<file path="src/rtl/gain_pkg.sv">
// rtl/gain_pkg.sv - shared types, constants and level helper for gain_sched
package gain_pkg;

    localparam int DEF_DATA_W = 16;

    typedef logic [1:0] level_t;

    localparam level_t LEVEL_MAX = 2'd3;

    typedef enum logic [2:0] {
        IDLE,
        ISSUE_L,
        ISSUE_R,
        CAP_R,
        DONE
    } state_t;

    function automatic level_t level_next(input level_t level);
        return (level == LEVEL_MAX) ? 2'd0 : level + 2'd1;
    endfunction

endpackage

</file>
<file path="src/rtl/gain_sched_button_debounce.sv">
// rtl/gain_sched_button_debounce.sv - button synchronizer, optional debounce, rising-edge press pulse
// GAIN_SCHED_DEBOUNCE_EN enables the DEB_CYCLES stability counter.
module button_debounce #(
    parameter int DEB_CYCLES = 50000
) (
    input  logic Clk,
    input  logic Reset,
    input  logic i_button,
    output logic o_press
);

    logic r_sync1;
    logic r_sync2;
    logic r_deb_prev;
    logic r_press;
    logic w_deb;

    always_ff @(posedge Clk) begin
        if (Reset) begin
            r_sync1 <= 1'b0;
            r_sync2 <= 1'b0;
        end else begin
            r_sync1 <= i_button;
            r_sync2 <= r_sync1;
        end
    end

`ifdef GAIN_SCHED_DEBOUNCE_EN
    localparam int CNT_W = (DEB_CYCLES > 1) ? $clog2(DEB_CYCLES) : 1;

    logic [CNT_W-1:0] r_cnt;
    logic             r_state;

    // Count only while the input disagrees with the accepted state; agreement restarts the count.
    always_ff @(posedge Clk) begin
        if (Reset) begin
            r_cnt   <= '0;
            r_state <= 1'b0;
        end else if (r_sync2 == r_state) begin
            r_cnt <= '0;
        end else if (r_cnt == CNT_W'(DEB_CYCLES - 1)) begin
            r_cnt   <= '0;
            r_state <= r_sync2;
        end else begin
            r_cnt <= r_cnt + 1'b1;
        end
    end

    assign w_deb = r_state;
`else
    assign w_deb = r_sync2;
`endif

    always_ff @(posedge Clk) begin
        if (Reset) begin
            r_deb_prev <= 1'b0;
            r_press    <= 1'b0;
        end else begin
            r_deb_prev <= w_deb;
            r_press    <= w_deb & ~r_deb_prev;
        end
    end

    assign o_press = r_press;

endmodule

</file>
<file path="src/rtl/gain_sched.sv">
// rtl/gain_sched.sv - time-shares one gain datapath between L/R samples, frame-aligned volume level
// Debounce of the pedal button is compiled in with GAIN_SCHED_DEBOUNCE_EN.
module gain_sched
    import gain_pkg::*;
#(
    parameter int DATA_W     = DEF_DATA_W,
    parameter int DEB_CYCLES = 50000
) (
    input  logic              Clk,
    input  logic              Reset,
    input  logic              Button,
    input  logic              frame_valid,
    input  logic [DATA_W-1:0] L_in,
    input  logic [DATA_W-1:0] R_in,
    output logic [DATA_W-1:0] dp_in,
    output level_t            dp_level,
    input  logic [DATA_W-1:0] dp_out,
    output logic [DATA_W-1:0] L_out,
    output logic [DATA_W-1:0] R_out,
    output logic              out_valid,
    output logic              busy,
    output logic              overrun,
    output level_t            volume_level
);

    state_t            r_state;
    logic [DATA_W-1:0] r_r;
    logic [DATA_W-1:0] r_hold_l;
    logic              w_press;
    logic              w_accept;

    button_debounce #(
        .DEB_CYCLES (DEB_CYCLES)
    ) u_button_debounce (
        .Clk      (Clk),
        .Reset    (Reset),
        .i_button (Button),
        .o_press  (w_press)
    );

    assign w_accept = frame_valid && ((r_state == IDLE) || (r_state == DONE));

    // dp_in is loaded with L at the latch edge so it is stable for the whole ISSUE_L cycle.
    always_ff @(posedge Clk) begin
        if (Reset) begin
            r_state      <= IDLE;
            r_r          <= '0;
            r_hold_l     <= '0;
            dp_in        <= '0;
            dp_level     <= '0;
            L_out        <= '0;
            R_out        <= '0;
            out_valid    <= 1'b0;
            busy         <= 1'b0;
            overrun      <= 1'b0;
            volume_level <= '0;
        end else begin
            out_valid <= 1'b0;
            if (w_press) begin
                volume_level <= level_next(volume_level);
            end
            if (frame_valid && !w_accept) begin
                overrun <= 1'b1;
            end
            if (w_accept) begin
                dp_in    <= L_in;
                r_r      <= R_in;
                dp_level <= volume_level;
            end
            case (r_state)
                IDLE: begin
                    if (frame_valid) begin
                        r_state <= ISSUE_L;
                        busy    <= 1'b1;
                    end
                end
                ISSUE_L: begin
                    dp_in   <= r_r;
                    r_state <= ISSUE_R;
                end
                ISSUE_R: begin
                    r_hold_l <= dp_out;
                    r_state  <= CAP_R;
                end
                CAP_R: begin
                    L_out     <= r_hold_l;
                    R_out     <= dp_out;
                    out_valid <= 1'b1;
                    r_state   <= DONE;
                end
                DONE: begin
                    if (frame_valid) begin
                        r_state <= ISSUE_L;
                    end else begin
                        r_state <= IDLE;
                        busy    <= 1'b0;
                    end
                end
                default: begin
                    r_state <= IDLE;
                    busy    <= 1'b0;
                end
            endcase
        end
    end

endmodule

</file>
<file path="config.mk">
export PLATFORM = sky130hd
export DESIGN_NAME = gain_sched
export DESIGN_NICKNAME = d
export VERILOG_FILES = /design/src/rtl/gain_pkg.sv /design/src/rtl/gain_sched_button_debounce.sv /design/src/rtl/gain_sched.sv
export SDC_FILE = /design/constraint.sdc
export NUM_CORES = 1
export LEC_CHECK = 0
export CELL_PAD_IN_SITES_DETAIL_PLACEMENT = 0
export CELL_PAD_IN_SITES_GLOBAL_PLACEMENT = 1
export CORE_ASPECT_RATIO = 0.8
export CORE_MARGIN = 2
export CORE_UTILIZATION = 25
export DETAILED_ROUTE_END_ITERATION = 10
export PLACE_DENSITY = 0.73
export SLEW_MARGIN = 20
export SYNTH_ARGS = -nofsm -noshare
export SYNTH_HDL_FRONTEND = slang
export SYNTH_SLANG_ARGS = --single-unit
export TNS_END_PERCENT = 10
</file>
<file path="constraint.sdc">
create_clock -name Clk -period 3.03 [get_ports Clk]
set_input_delay 0.4545 -clock Clk [delete_from_list [all_inputs] [get_ports Clk]]
set_output_delay 0.4545 -clock Clk [all_outputs]
set_load 0.01 [all_outputs]
</file>
==> impl_metrics.py <==
metrics = {
    "global_routing": {
        "grt_pass1_wl_mm": 14.3,
        "grt_use_met3": 0.0311,
        "globalRouteMet1Util": 0.160,
        "grt_pass1_vias": 2963,
        "antenna_found_initial": 0,
        "met2_usage": 0.192,
        "grt_util_all_layers": 0.121,
        "grt_max_degree": 87,
        "grt-ovfl-total": 0,
        "grt_busiest_layer": "met2",
    },
    "worst_setup_path": {
        "cp_max_fo": 35,
        "critPathKind": "in2reg",
        "endpoint_kind": "register",
        "critPathRequiredTime_ps": 3210,
        "worst_ep_arrival_time_ps": 2050,
        "cp-start-kind": "primary input",
    },
    "placed_design": {
        "place_ws_ps": 594,
        "placed_cells": 676,
        "io_buffers": 106,
        "hpwl_mm": 5.76,
        "gp_congestion": 0.663,
    },
    "timing": {
        "fin_setup_tns_ps": 0,
        "worstMarginPinSlew_ps": 947,
        "timing.final.crit_share": 0.618,
        "setup_violations": 0,
        "fmax_mhz": 534,
        "fin_worst_skew_ps": 5.73,
        "slew_violations": 0,
        "rsz0062_at_grt": "no",
        "timing_hold_violations_final": 0,
        "slew_headroom": 0.369,
        "period_needed_ps": 1870,
        "setup_ws_ps": 1160,
    },
    "clock_network": {
        "cts_made_buffers": 9,
        "clk_pin_slew_ps": 60,
        "clockBufferDepth": 2,
        "cts_hold_buf": 0,
        "cts_tree": "done",
        "cts-resized-gates": 0,
        "cts-root-buf": "clkbuf_16",
        "insertion_delay_ps": 330,
        "htreeDepth": 3,
        "cts_setup_buffers": 0,
        "cts_sinks": 94,
    },
    "layout": {
        "final-instance-count-excl-fill": 690,
        "drive_gt1_frac": 0.0588,
        "num_antenna_cells": 0,
        "fin_nets": 560,
        "area_growth_pct": 41.7,
        "fin_util": 0.361,
    },
    "route": {
        "dr.pass1.iters": 4,
        "drt.antenna.violating_nets": 0,
        "wl_mm": 8.74,
        "dr_total_vias": 3008,
        "via_per_inst": 4.36,
        "drc": 0,
        "routedWlPerCell_um": 12.7,
        "drt-initial-drc-count": 228,
    },
    "synth": {
        "async_flop_share": 0,
        "synth_seq_cells": 94,
        "netlist_area_um2": 3440,
        "synth_ff_type": "dfxtp_1",
        "synth_cells": 418,
        "synth_nets": 471,
        "synth-warning-count": 0,
        "synth-edff-count": 0,
        "avgSynthCellArea_um2": 8.23,
        "synth_cell_types": 24,
        "ys_seq_area_frac": 0.547,
    },
    "power": {
        "power_density_nw_per_um2": 616,
        "ir_worst_vdd_mv": 0.250,
        "p_int_mw": 2.23,
        "p_clk_frac": 0.367,
        "p_leak_nw": 1.69,
        "total_power_mw": 3.00,
        "seq_power_share": 0.465,
        "comb_power_share": 0.169,
        "swShare": 0.258,
        "p_switching_uw": 775,
    },
    "floorplan": {
        "fp-row-count": 38,
        "die_area_um2": 14700,
        "core_um2": 13500,
        "pin_count": 107,
        "fp.dieW_um": 135,
        "start_util": 0.255,
        "fp.dieH_um": 109,
    },
    "worst_hold_path": {
        "worstHoldPathType": "reg2reg",
    },
    "status": {
        "outcome": "completed",
    },
    "run": {
        "cap_violations": 0,
    },
}
-- cell usage after synthesis, types with 2 or more instances --
cell type,instances,area share
nand2_1,165,0.18
dfxtp_1,94,0.55
a21oi_1,70,0.10
nor2_1,20,0.022
buf_2,14,0.020
clkbuf_1,14,0.015
a311oi_1,10,0.025
a311oi_2,6,0.026
buf_6,4,0.013
nor2b_1,4,0.0073
or3b_1,3,0.0076
inv_1,2,0.0022
-- metrics by stage --
step	hold WS, ps	area [um^2]
2_1_floorplan	367	3440
3_3_place_gp	373	4590
3_5_place_dp	379	4590
4_1_cts	388	4880
5_1_grt	390	4880
6_report	384	4880
-- cell type report --
class                           instances  area (um^2)
Fill cell                            1447         8630
Sequential cell                        94         1880
Multi-Input combinational cell        289         1380
Timing Repair Buffer                  111         1100
Clock buffer                           10          239
Tap cell                              180          225
Clock inverter                          4         48.8
Inverter                                2         7.51
-- layout by cell type (no fill, tap or decap), drive strengths merged, types with 2 or more instances in the layout --
cell             n
clkbuf          10
a311oi          16
nor2b            4
clkinv           3
or3b             3
nand2          165
nor3b            3
inv              2
nor2            20
dfxtp           94
clkdlybuf4s50  105
a21oi           70
buf              6
-- power groups by stage --
stage	Clock, mW	Sequential [mW]	Combinational (mW)
finish	1.10	1.40	0.508
global placement	0	1.42	0.505
detailed placement	0	1.42	0.513
global route	1.18	1.41	0.563
CTS	1.15	1.40	0.516
floorplan	0	1.43	0.290
-- worst max-delay path, cell delays in order --
cell and delay, ps:
clkdlybuf4s50_1 510, or3b_2 780, nand2_1 200, a311oi_2 100
-- worst paths after layout --
| path | from | endpoint | slack [ps] | cells after the start |
|---|---|---|---|---|
| max | frame_valid | dp_in[2] | 1160 | 4 |
| min | u_button_debounce.r_deb_prev | u_button_debounce.o_press | 380 | 1 |
| max reg2reg | r_state[0] | dp_in[2] | 1220 | 3 |
| min reg2reg | u_button_debounce.r_deb_prev | u_button_debounce.o_press | 380 | 1 |
-- registers in the layout, summed over array words and instances, names as in the netlist, 2 cells and up --
signal        flops
dp_in            16
r_hold_l         16
R_out            16
volume_level      2
r_r              16
r_state           3
dp_level          2
L_out            16
-- per-layer routing --
metal / wire length (um) / up-vias
met3: 353 / 9
met1: 4280 / 1406
met4: 130 / 0
met2: 3980 / 53
met5: 0 / -
li1: - / 1540
-- cells by family after synthesis --
group                    after synthesis  share of synthesized area
AO/OA/AOI/OAI                         88                      0.157
XOR/XNOR                               1                    0.00254
adder cells (fa/ha/maj)                1                    0.00363
buffers and inverters                 35                     0.0531
flip-flops                            94                      0.547
multiplexers                           1                    0.00291
AND/OR/NAND/NOR                      198                      0.234
(Power assumes the default switching activity.)
